**src/rtl/ps2_pkg.sv**
```systemverilog
// ps2_pkg: shared definitions for the PS/2 receive controller.
//   - receive FSM state encoding (IDLE=0, DATA=1, PARITY=2, STOP=3)
//   - scan-code prefix bytes (E0 = extended, F0 = break/release)
//   - bit counter width and an odd-parity helper
package ps2_pkg;

  typedef enum logic [1:0] {
    IDLE   = 2'd0,
    DATA   = 2'd1,
    PARITY = 2'd2,
    STOP   = 2'd3
  } ps2_state_e;

  localparam logic [7:0] PS2_EXT_PREFIX = 8'hE0;
  localparam logic [7:0] PS2_BRK_PREFIX = 8'hF0;
  localparam int         PS2_BIT_CNT_W  = 4;

  // PS/2 uses odd parity: data bits plus parity bit must contain an odd number of ones.
  function automatic logic odd_parity_ok(input logic [7:0] data, input logic parity);
    return ^{data, parity};
  endfunction

endpackage

```
**src/rtl/ps2_rx_controller_if.sv**
```systemverilog
// ps2_rx_controller_if: pin-side inputs and decoded-key outputs of the PS/2 receiver.
//   ps2_clk, ps2_dat : raw PS/2 lines (inputs to the receiver)
//   key_code[7:0]    : last decoded scan code (held between events)
//   key_ext          : code was preceded by E0
//   key_break        : code was preceded by F0
//   key_valid        : one-cycle pulse when a new key event is presented
//   frame_err        : one-cycle pulse on parity, stop-bit or timeout error
//   busy             : receiver is inside a frame
// Modports: master = the receiver, slave = the pins/consumer side.
interface ps2_rx_controller_if;
  logic       ps2_clk;
  logic       ps2_dat;
  logic [7:0] key_code;
  logic       key_ext;
  logic       key_break;
  logic       key_valid;
  logic       frame_err;
  logic       busy;

  modport master (
    input  ps2_clk, ps2_dat,
    output key_code, key_ext, key_break, key_valid, frame_err, busy
  );

  modport slave (
    output ps2_clk, ps2_dat,
    input  key_code, key_ext, key_break, key_valid, frame_err, busy
  );
endinterface

```
**src/rtl/ps2_input_filter.sv**
```systemverilog
// ps2_input_filter: conditions the raw PS/2 lines.
//   clk, reset       : system clock, asynchronous active-high reset
//   ps2_clk, ps2_dat : raw PS/2 lines
//   dat_s            : synchronized data line
//   fall             : one-cycle pulse when the deglitched PS/2 clock goes 1->0
// Both lines get a 2-flop synchronizer. The PS/2 clock level is only accepted
// after FILTER_LEN consecutive synchronized samples that differ from the
// current filtered level; any sample back at the old level restarts the count.
module ps2_input_filter #(
  parameter int FILTER_LEN = 8
) (
  input  logic clk,
  input  logic reset,
  input  logic ps2_clk,
  input  logic ps2_dat,
  output logic dat_s,
  output logic fall
);

  localparam int CNT_W = (FILTER_LEN > 1) ? $clog2(FILTER_LEN) : 1;

  // index 0 = clock line, index 1 = data line
  logic [1:0] raw_in;
  logic [1:0] sync_out;

  assign raw_in = {ps2_dat, ps2_clk};

  generate
    for (genvar gi = 0; gi < 2; gi++) begin : g_sync
      logic [1:0] sync_reg;
      always_ff @(posedge clk or posedge reset) begin
        if (reset) begin
          sync_reg <= 2'b11;
        end else begin
          sync_reg <= {sync_reg[0], raw_in[gi]};
        end
      end
      assign sync_out[gi] = sync_reg[1];
    end
  endgenerate

  logic             clk_s;
  logic [CNT_W-1:0] cnt_reg;
  logic             filt_reg;
  logic             fall_reg;
  logic             change_ok;

  assign clk_s     = sync_out[0];
  // This sample is the FILTER_LEN-th in a row at the new level.
  assign change_ok = (clk_s != filt_reg) && (cnt_reg == CNT_W'(FILTER_LEN - 1));

  always_ff @(posedge clk or posedge reset) begin
    if (reset) begin
      cnt_reg  <= '0;
      filt_reg <= 1'b1;
      fall_reg <= 1'b0;
    end else begin
      fall_reg <= 1'b0;
      if (clk_s == filt_reg) begin
        cnt_reg <= '0;
      end else if (change_ok) begin
        cnt_reg  <= '0;
        filt_reg <= clk_s;
        fall_reg <= filt_reg;   // only a 1->0 change produces a pulse
      end else begin
        cnt_reg <= cnt_reg + 1'b1;
      end
    end
  end

  assign dat_s = sync_out[1];
  assign fall  = fall_reg;

endmodule

```
**src/rtl/ps2_rx_controller.sv**
```systemverilog
// ps2_rx_controller: receives PS/2 keyboard frames (start, 8 data LSB first,
// odd parity, stop) and turns scan codes with E0/F0 prefixes into key events.
//   clk, reset : system clock, asynchronous active-high reset
//   bus        : ps2_rx_controller_if.master (raw PS/2 pins in, key event outputs)
// Optional build macro PS2_TIMEOUT_EN: adds a frame timeout counter that
// aborts a frame (frame_err pulse, prefixes cleared) when no PS/2 clock fall
// arrives for TIMEOUT_CYCLES-1 cycles while a frame is in progress. Without
// it a stalled frame simply waits for further falls.
module ps2_rx_controller
  import ps2_pkg::*;
#(
  parameter int CLK_FREQ_HZ = 50000000,
  parameter int TIMEOUT_US  = 2000,
  parameter int FILTER_LEN  = 8
) (
  input logic                  clk,
  input logic                  reset,
  ps2_rx_controller_if.master  bus
);

  logic dat_s;
  logic fall;

  ps2_input_filter #(
    .FILTER_LEN (FILTER_LEN)
  ) u_filter (
    .clk     (clk),
    .reset   (reset),
    .ps2_clk (bus.ps2_clk),
    .ps2_dat (bus.ps2_dat),
    .dat_s   (dat_s),
    .fall    (fall)
  );

  ps2_state_e               state_reg, state_next;
  logic [PS2_BIT_CNT_W-1:0] bit_cnt_reg, bit_cnt_next;
  logic [7:0]               shift_reg, shift_next;
  logic                     parity_reg, parity_next;
  logic                     byte_ok;
  logic                     byte_bad;
  logic                     timeout_hit;

`ifdef PS2_TIMEOUT_EN
  localparam int TIMEOUT_CYCLES = CLK_FREQ_HZ / 1000000 * TIMEOUT_US;
  localparam int TO_W           = $clog2(TIMEOUT_CYCLES + 1);

  logic [TO_W-1:0] to_cnt_reg;

  always_ff @(posedge clk or posedge reset) begin
    if (reset) begin
      to_cnt_reg <= '0;
    end else if (fall || state_reg == IDLE || timeout_hit) begin
      to_cnt_reg <= '0;
    end else begin
      to_cnt_reg <= to_cnt_reg + 1'b1;
    end
  end

  // A fall in the same cycle wins over the timeout.
  assign timeout_hit = (state_reg != IDLE) && !fall &&
                       (to_cnt_reg == TO_W'(TIMEOUT_CYCLES - 1));
`else
  assign timeout_hit = 1'b0;
`endif

  // Frame sequencing: next state plus the end-of-frame verdict.
  always_comb begin
    state_next   = state_reg;
    bit_cnt_next = bit_cnt_reg;
    shift_next   = shift_reg;
    parity_next  = parity_reg;
    byte_ok      = 1'b0;
    byte_bad     = 1'b0;

    if (timeout_hit) begin
      state_next = IDLE;
    end else if (fall) begin
      case (state_reg)
        IDLE: begin
          // A fall with data high is not a start bit; ignore it silently.
          if (!dat_s) begin
            state_next   = DATA;
            bit_cnt_next = '0;
          end
        end
        DATA: begin
          shift_next   = {dat_s, shift_reg[7:1]};
          bit_cnt_next = bit_cnt_reg + 1'b1;
          if (bit_cnt_reg == PS2_BIT_CNT_W'(7)) begin
            state_next = PARITY;
          end
        end
        PARITY: begin
          parity_next = dat_s;
          state_next  = STOP;
        end
        STOP: begin
          state_next = IDLE;
          if (odd_parity_ok(shift_reg, parity_reg) && dat_s) begin
            byte_ok = 1'b1;
          end else begin
            byte_bad = 1'b1;
          end
        end
        default: state_next = IDLE;
      endcase
    end
  end

  always_ff @(posedge clk or posedge reset) begin
    if (reset) begin
      state_reg   <= IDLE;
      bit_cnt_reg <= '0;
      shift_reg   <= '0;
      parity_reg  <= 1'b0;
    end else begin
      state_reg   <= state_next;
      bit_cnt_reg <= bit_cnt_next;
      shift_reg   <= shift_next;
      parity_reg  <= parity_next;
    end
  end

  // Prefix decoder. It is registered from the stop-bit cycle, so events
  // appear exactly one clock after the stop-bit fall.
  logic       ext_reg;
  logic       brk_reg;
  logic [7:0] key_code_reg;
  logic       key_ext_reg;
  logic       key_break_reg;
  logic       key_valid_reg;
  logic       frame_err_reg;

  always_ff @(posedge clk or posedge reset) begin
    if (reset) begin
      ext_reg       <= 1'b0;
      brk_reg       <= 1'b0;
      key_code_reg  <= '0;
      key_ext_reg   <= 1'b0;
      key_break_reg <= 1'b0;
      key_valid_reg <= 1'b0;
      frame_err_reg <= 1'b0;
    end else begin
      key_valid_reg <= 1'b0;
      frame_err_reg <= 1'b0;
      if (byte_bad || timeout_hit) begin
        // A broken frame may have been the real key code; drop any pending prefix.
        frame_err_reg <= 1'b1;
        ext_reg       <= 1'b0;
        brk_reg       <= 1'b0;
      end else if (byte_ok) begin
        if (shift_reg == PS2_EXT_PREFIX) begin
          ext_reg <= 1'b1;
        end else if (shift_reg == PS2_BRK_PREFIX) begin
          brk_reg <= 1'b1;
        end else begin
          key_code_reg  <= shift_reg;
          key_ext_reg   <= ext_reg;
          key_break_reg <= brk_reg;
          key_valid_reg <= 1'b1;
          ext_reg       <= 1'b0;
          brk_reg       <= 1'b0;
        end
      end
    end
  end

  assign bus.key_code  = key_code_reg;
  assign bus.key_ext   = key_ext_reg;
  assign bus.key_break = key_break_reg;
  assign bus.key_valid = key_valid_reg;
  assign bus.frame_err = frame_err_reg;
  assign bus.busy      = (state_reg != IDLE);

endmodule

```
**src/flat_wrapper.sv**
```systemverilog
// flat-port wrapper written by rule: the top's interface ports become plain ports
module ps2_rx_controller_flat import ps2_pkg::*;
#(
  parameter int CLK_FREQ_HZ = 50000000,
  parameter int TIMEOUT_US  = 2000,
  parameter int FILTER_LEN  = 8
)
  (clk, reset, bus_ps2_clk, bus_ps2_dat, bus_key_code, bus_key_ext, bus_key_break, bus_key_valid, bus_frame_err, bus_busy);
  ps2_rx_controller_if bus_i ();
  input logic clk;
  input logic reset;
  input wire logic [$bits(bus_i.ps2_clk)-1:0] bus_ps2_clk;
  input wire logic [$bits(bus_i.ps2_dat)-1:0] bus_ps2_dat;
  output wire logic [$bits(bus_i.key_code)-1:0] bus_key_code;
  output wire logic [$bits(bus_i.key_ext)-1:0] bus_key_ext;
  output wire logic [$bits(bus_i.key_break)-1:0] bus_key_break;
  output wire logic [$bits(bus_i.key_valid)-1:0] bus_key_valid;
  output wire logic [$bits(bus_i.frame_err)-1:0] bus_frame_err;
  output wire logic [$bits(bus_i.busy)-1:0] bus_busy;
  assign bus_i.ps2_clk = bus_ps2_clk;
  assign bus_i.ps2_dat = bus_ps2_dat;
  assign bus_key_code = bus_i.key_code;
  assign bus_key_ext = bus_i.key_ext;
  assign bus_key_break = bus_i.key_break;
  assign bus_key_valid = bus_i.key_valid;
  assign bus_frame_err = bus_i.frame_err;
  assign bus_busy = bus_i.busy;
  ps2_rx_controller #(.CLK_FREQ_HZ(CLK_FREQ_HZ), .TIMEOUT_US(TIMEOUT_US), .FILTER_LEN(FILTER_LEN)) u_core (.clk(clk), .reset(reset), .bus(bus_i));
endmodule
```
**config.mk**
```make
export PLATFORM = sky130hd
export DESIGN_NAME = ps2_rx_controller_flat
export DESIGN_NICKNAME = d
export VERILOG_FILES = /design/src/rtl/ps2_pkg.sv /design/src/rtl/ps2_rx_controller_if.sv /design/src/rtl/ps2_input_filter.sv /design/src/rtl/ps2_rx_controller.sv /design/src/flat_wrapper.sv
export SDC_FILE = /design/constraint.sdc
export NUM_CORES = 1
export LEC_CHECK = 0
export BUFFER_PORTS_ARGS = -buffer_cell sky130_fd_sc_hd__buf_2
export CELL_PAD_IN_SITES_DETAIL_PLACEMENT = 0
export CELL_PAD_IN_SITES_GLOBAL_PLACEMENT = 1
export CORE_UTILIZATION = 43
export DETAILED_ROUTE_END_ITERATION = 12
export PLACE_DENSITY = 0.74
export SETUP_SLACK_MARGIN = 0.05
export SLEW_MARGIN = 25
export SYNTH_ARGS = -nofsm -noshare
export SYNTH_HDL_FRONTEND = slang
export SYNTH_HIERARCHICAL = 1
export SYNTH_SLANG_ARGS = --single-unit
```
**constraint.sdc**
```tcl
create_clock -name clk -period 2.1 [get_ports clk]
set_clock_uncertainty 0.1 [all_clocks]
set_input_delay 0.105 -clock clk [delete_from_list [all_inputs] [get_ports clk]]
set_output_delay 0.105 -clock clk [all_outputs]
set_load 0.05 [all_outputs]
```
==> metrics.txt, run 1 <==
status finished clean; largest net degree at the start of global routing 30; Net Sw Frac 0.225; Yosys top cell by area dfrtp_1; power share of the clock group 0.366; DR WL/cell between 15 and 20 um; register area share after synthesis 0.547; delay-heaviest family, CP multiplexers; post-route minimum period ~2000 ps; H-Tree Depth 2; yosys warns 6; drc violations 0; P_int between 0.001 and 0.0015 W; Hold Crit Class in -> async; clk_lat worst skew between 200 and 300 ps; antenna viol nets, final 0; clock root buffer clkbuf_8; max_cap viols 0; fillers between 300 and 400; most common cell after layout, fill and taps aside dfrtp_1; vias in the first global route 1,243; critical path's slowest cell xnor3_1; Syn-to-layout area delta 23.1%; Setup CP Type reg -> reg; simple logic cell fraction of the synthesized area 0.0865; endpoints failing setup 0; final setup margin roughly 57 ps; pre-CTS WS -16.7 ps; Final period util 0.973; CP Cell Sequence xnor3_1 > a2111o_1 > mux2i_1 > buf_4 > mux2_4; fin nets around 180; share of post-route cells with drive strength above 1 0.428; slew margin rel. 0.701; # diodes 0; total CTS buffers 5; Crit path required time approximately 2200 ps; crit end category register; # IOs 17; GP Congestion roughly 0.80; CP Buf/Inv Count 1; die area approximately 4300 sq um; chip width 65.8 um; all-layer global routing usage 0.180; max-slew violations 0; Comb power frac 0.065; multiplexer area fraction after synthesis 0.164; Port-buffer cells 16; post-synthesis xor/xnor area fraction 0.0508; CTS clk-pin slew, worst paths ~80 ps; Die H roughly 66 um; Leak Pwr between 1 and 1.5 nW; FF+latch count, synth 38; Initial Util 0.464; Longest Clk Path Bufs 2; Routed WL about 3400 um; ys async rst share 1.00; Synth Net Count around 140; Vias/cell just over 5; first-pass GRT wire length roughly 5700 um; unique cell type count in the Yosys netlist 38; initial antenna violation count 0; maximum VDD drop 552 uV; Mapped Cells around 130; Final Hold Viols 0; Setup TNS Final 0 ps; core area 3770 sq um; Largest stage delay, worst path approximately 430 ps; slew of the pin with the lowest slew margin roughly 450 ps; Mean Syn Cell Area ~13 sq um; number of synthesized flops with an enable pin 0; total clock sinks 38; largest cells by area after synthesis dfrtp_1 (47%), mux2_4 (7.7%), dfstp_2 (7.5%); most frequent cells in the layout dfrtp_1 (29), buf_2 (16), buf_4 (14), mux2_4 (10); part of the power in registers 0.569; Detailed Routing Iterations Pass 1 4; DR iter-0 viols a little over 40; largest family of logic cells by synthesized area multiplexers; remaining global-route overflow 0; complex-gate fraction of the synthesized area 0.0779; CTS tree yes; FP Rows 22; Syn Std Cell Area roughly 1800 sq um; RSZ-0062 raised after global routing true; post-synthesis adder-cell area fraction 0.0500; total net switching power around 0.00031 W; dominant synthesized flop cell dfrtp_1; PD cells about 650 nW/um^2; hpwl dp 2360 um; Startpoint Class register; Worst EP arrival roughly 2100 ps; critical path peak fanout 7; share of the synthesized area in the top cell type 0.472; Fmax between 0.4 and 0.5 GHz; vias between 1k and 1.5k
## final timing paths
check | from | end | slack [ps] | depth (start not counted)
max reg2reg | u_core/shift_reg[4]$_DFFE_PP0P_ | u_core/bus.key_ext$_DFFE_PP0P_ | 60 | 5
min | reset | u_core/u_filter/fall$_DFF_PP0_ | 220 | 3
min in group clk | u_core/u_filter/g_sync[1].sync_reg[0]$_DFF_PP1_ | u_core/u_filter/g_sync[1].sync_reg[1]$_DFF_PP1_ | 260 | 0
max in group asynchronous | reset | u_core/shift_reg[5]$_DFFE_PP0P_ | 1270 | 4
min reg2reg | u_core/u_filter/g_sync[1].sync_reg[0]$_DFF_PP1_ | u_core/u_filter/g_sync[1].sync_reg[1]$_DFF_PP1_ | 260 | 0
max | u_core/shift_reg[4]$_DFFE_PP0P_ | u_core/bus.key_ext$_DFFE_PP0P_ | 60 | 5
## layout make-up
| class | instances | area, sq um | area share |
|---|---|---|---|
| tap | 48 | 60.1 | 0.0279 |
| inverter | 7 | 26.3 | 0.0122 |
| clock buffer | 7 | 86.3 | 0.0401 |
| clock inverter | 1 | 5.00 | 0.00232 |
| sequential | 38 | 962 | 0.447 |
| timing repair buffer | 35 | 238 | 0.110 |
| multi-input combinational | 85 | 777 | 0.361 |
## cells by family after synthesis
group	count (synthesis)
multiplexers	23
AND/OR/NAND/NOR	28
buffers and inverters	9
flip-flops	38
XOR/XNOR	7
AO/OA/AOI/OAI	20
adder cells (fa/ha/maj)	7
## power groups by stage
stage	combinational, W	sequential [W]	clock (W)
3_5_place_dp	0.0000892	0.000810	0
4_1_cts	0.0000945	0.000796	0.000520
6_report	0.0000911	0.000796	0.000512
3_3_place_gp	0.0000819	0.000805	0
2_1_floorplan	0.0000662	0.000803	0
5_1_grt	0.000110	0.000801	0.000557
## cells in the mapped netlist (2+ instances only)
master	n
mux2_2	10
a21oi_1	4
nand2_1	10
xnor3_1	2
inv_1	7
mux2_4	9
xnor2_1	4
nand3_1	3
dfstp_2	5
nor3_1	2
nor2_1	3
ha_1	7
o21ai_0	6
mux2i_1	4
dfrtp_1	33
## routing by layer
metal,vias to the layer above,global-route usage,wire length [um]
met1,573,0.201,1450
met4,0,0.0489,23
li1,550,-,-
met5,-,0,0
met2,18,0.327,1780
met3,2,0.0569,118
## worst min-delay path, stage by stage
cell           delay [ps]
dlygate4sd3_1         530
buf_2                 130
inv_1                 260
## what timing repair did
item                       CTS  global route
resized for setup            6             5
hold buffers                 3             0
hold endpoints to repair    40             0
gates cloned                 0             0
pin swaps                    2             3
setup buffers                4             4
setup endpoints to repair   10            10
## per-stage QoR
step	power [W]	hold WS (ps)	cell area [sq um]	cells	util
final	0.00140	222	2150	221	0.571
after global routing	0.00147	260	2150	221	0.571
after CTS	0.00141	225	2110	217	0.559
after detailed placement	0.000899	-18.4	1940	202	0.513
after global placement	0.000887	-33.0	1940	202	0.513
after floorplan	0.000869	-171	1750	132	-
Power figures use the tool's default switching activity.
==> run 2: changes to the inputs <==
- ABC_AREA: not set -> 1
- CORE_UTILIZATION: 43 -> 40
- PLACE_DENSITY: 0.74 -> 0.75
==> metrics.txt, run 2 <==
status finished clean (unchanged); CTS clk-pin slew, worst paths 70 ps (was 80 ps); slew of the pin with the lowest slew margin 414 ps (was 447 ps); Worst EP arrival 1830 ps (was 2110 ps); fillers 430 (was 313); Synth top cells by count nand2_1 (65), dfrtp_1 (33), inv_1 (31) (was dfrtp_1 (33), mux2_2 (10), nand2_1 (10)); share of the synthesized area in the top cell type 0.447 (was 0.472); endpoints failing setup 0 (unchanged); Mean Syn Cell Area 8.56 sq um (was 13.3 sq um); global-route met2 utilization 0.265 (was 0.327); register area 957 sq um (was 962 sq um); delay-heaviest family, CP simple AND/OR/NAND/NOR gates (was multiplexers); Placed Cells 286 (was 202); yosys warns 6 (unchanged); fin nets 255 (was 183); ys async rst share 1.00 (unchanged); Critical path origin u_core/shift_reg[1]$_DFFE_PP0P_ (was u_core/shift_reg[4]$_DFFE_PP0P_); crit end category register (unchanged); Port-buffer cells 16 (unchanged); met3 Use GR 0.0303 (was 0.0569); Mapped Cells 216 (was 132); FP Rows 24 (was 22); antenna viol nets, final 0 (unchanged); critical path's slowest cell dfrtp_1 (was xnor3_1); vias 1,440 (was 1,143); die area 4900 sq um (was 4330 sq um); busiest grt layer met2 (unchanged); total CTS buffers 5 (unchanged); initial antenna violation count 0 (unchanged); register area share after synthesis 0.518 (was 0.547); met1 usage 0.197 (was 0.201); Comb power frac 0.061 (was 0.065); Setup TNS Final 0 ps (unchanged); total net switching power 0.000317 W (was 0.000315 W); Yosys top cell by area dfrtp_1 (unchanged); RSZ-0062 raised after global routing false (was true); part of the power in registers 0.520 (was 0.569); all-layer global routing usage 0.161 (was 0.180); most instantiated library cell after synthesis nand2_1 (was dfrtp_1); Final period util 0.838 (was 0.973); FF+latch count, synth 38 (unchanged); share of post-route cells with drive strength above 1 0.180 (was 0.428); Net Sw Frac 0.210 (was 0.225); # diodes 0 (unchanged); number of synthesized flops with an enable pin 0 (unchanged); H-Tree Depth 2 (unchanged); GP Congestion 0.905 (was 0.797); Final Hold Viols 0 (unchanged); CP Cell Sequence nor2_2 > nand3_2 > nor4_1 > nor2_1 > buf_4 > nand4_1 > nand2_1 (was xnor3_1 > a2111o_1 > mux2i_1 > buf_4 > mux2_4); Die H 70.0 um (was 65.8 um); slew margin rel. 0.723 (was 0.701); PD cells 694 nW/um^2 (was 649 nW/um^2); Vias/cell 4.85 (was 5.17); chip width 70.0 um (was 65.8 um); DR WL/cell 11.4 um (was 15.3 um); Routed WL 3390 um (was 3370 um); drc violations 0 (unchanged); Leak Pwr 1.23 nW (was 1.09 nW); Fmax 0.568 GHz (was 0.490 GHz); power share of the clock group 0.419 (was 0.366); Detailed Routing Iterations Pass 1 4 (unchanged); Initial Util 0.422 (was 0.464); reg2reg start u_core/shift_reg[1]$_DFFE_PP0P_ (was u_core/shift_reg[4]$_DFFE_PP0P_); largest net degree at the start of global routing 30 (unchanged); Syn-to-layout area delta 17.5% (was 23.1%); total clock sinks 38 (unchanged); clock root buffer clkbuf_8 (unchanged); R2R depth 7 (was 5); vias in the first global route 1,437 (was 1,243); Worst R2R End u_core/bus.key_code[5]$_DFFE_PP0P_ (was u_core/bus.key_ext$_DFFE_PP0P_); Multi-input gate area 756 sq um (was 777 sq um); max_cap viols 0 (unchanged); CTS tree yes (unchanged); Post-Route Utilization 0.496 (was 0.571); most frequent cells in the layout nand2_1 (65), dfrtp_1 (33), inv_1 (31), buf_2 (16), a21oi_1 (13) (was dfrtp_1 (29), buf_2 (16), buf_4 (14), mux2_4 (10)); pre-CTS WS 226 ps (was -16.7 ps); CP endpoint u_core/bus.key_code[5]$_DFFE_PP0P_ (was u_core/bus.key_ext$_DFFE_PP0P_); P_int 0.00119 W (was 0.00108 W); post-route minimum period 1760 ps (was 2040 ps); final setup margin 340 ps (was 57.2 ps); clk_lat worst skew 280 ps (was 290 ps); Syn Std Cell Area 1850 sq um (was 1750 sq um); # IOs 17 (unchanged); Setup CP Type reg -> reg (unchanged); dominant synthesized flop cell dfrtp_1 (unchanged); Hold Crit Class in -> async (unchanged); most common cell after layout, fill and taps aside nand2_1 (was dfrtp_1); Crit path required time 2170 ps (about the same); non-filler cells, final 297 (was 221); Startpoint Class register (unchanged); largest cells by area after synthesis dfrtp_1 (45%), nand2_1 (13%), dfstp_2 (7.1%) (was dfrtp_1 (47%), mux2_4 (7.7%), dfstp_2 (7.5%)); DR iter-0 viols 68 (was 41); core area 4380 sq um (was 3770 sq um); first-pass GRT wire length 6240 um (was 5730 um); unique cell type count in the Yosys netlist 24 (was 38); CP Buf/Inv Count 1 (unchanged); hpwl dp 2520 um (was 2360 um); remaining global-route overflow 0 (unchanged); reg2reg setup slack 340 ps (was 60 ps); Synth Net Count 227 (was 143); max-slew violations 0 (unchanged); hold slack 225 ps (was 222 ps); Stages on worst setup path 7 (was 5); Largest stage delay, worst path 450 ps (was 430 ps); critical path peak fanout 10 (was 7); Longest Clk Path Bufs 2 (unchanged); maximum VDD drop 395 uV (was 552 uV)
## run 2: cell count changes after synthesis, moves of 10 or more
cell and delta:
inv_1 +24, nand2_1 +55, mux2_2 -10, nand4_1 +12
## run 2: layout make-up
cell class / instances / share of cell area
clock buffer: 7 / 0.0397
timing repair buffer: 26 / 0.0748
sequential: 38 / 0.440
tap: 52 / 0.0299
inverter: 31 / 0.0535
clock inverter: 1 / 0.0138
multi-input combinational: 142 / 0.348
## run 2: cells by family after synthesis
family          synth area share
compound gates            0.0602
xor+xnor                  0.0318
fa+ha+maj                 0.0474
buf+inv                   0.0805
flops                      0.518
mux                      0.00541
simple gates               0.257
## run 2: how the worst min path moves through the flow
stage          depth (start not counted)                                              end  slack [ps]                                            start
2_1_floorplan                          1             u_core/u_filter/cnt_reg[0]$_DFF_PP0_        -170                                            reset
3_3_place_gp                           2             u_core/u_filter/cnt_reg[0]$_DFF_PP0_         -20                                            reset
3_5_place_dp                           2             u_core/u_filter/cnt_reg[1]$_DFF_PP0_         -10                                            reset
4_1_cts                                3             u_core/u_filter/cnt_reg[1]$_DFF_PP0_         230                                            reset
5_1_grt                                0  u_core/u_filter/g_sync[0].sync_reg[1]$_DFF_PP1_         260  u_core/u_filter/g_sync[0].sync_reg[0]$_DFF_PP1_
6_report                               3             u_core/u_filter/cnt_reg[1]$_DFF_PP0_         220                                            reset
## run 2: metal layers
layer | up-vias | wire length [um]
met5 | - | 0
met4 | 0 | 101
met3 | 8 | 106
met2 | 28 | 1540
met1 | 664 | 1640
li1 | 740 | -
## run 2: metrics by stage
stage          total power (W)  instance area [sq um]
2_1_floorplan         0.000862                   1850
3_3_place_gp          0.000884                   2010
3_5_place_dp          0.000888                   2010
4_1_cts                0.00153                   2160
5_1_grt                0.00159                   2170
6_report               0.00151                   2170
## run 2: power groups by stage
stage	Combinational, W	Sequential [W]	Clock [W]
after detailed placement	0.0000888	0.000799	0
after global placement	0.0000867	0.000797	0
after global routing	0.000113	0.000788	0.000686
final	0.0000915	0.000785	0.000632
after floorplan	0.0000666	0.000795	0
after CTS	0.0000931	0.000786	0.000652
## run 2: timing repair
action | in CTS | in global routing
gates resized for setup | 0 | 2
setup buffers | 0 | 0
endpoints found under the setup margin | 0 | 10
hold endpoints to repair | 40 | 0
hold buffers | 3 | 0
## run 2: worst reg2reg max path, stage by stage, from the launching register on
cell and delay [ps]:
dfrtp_1 450, nor2_2 200, nand3_2 100, nor4_1 290
nor2_1 150, buf_4 190, nand4_1 120, nand2_1 70
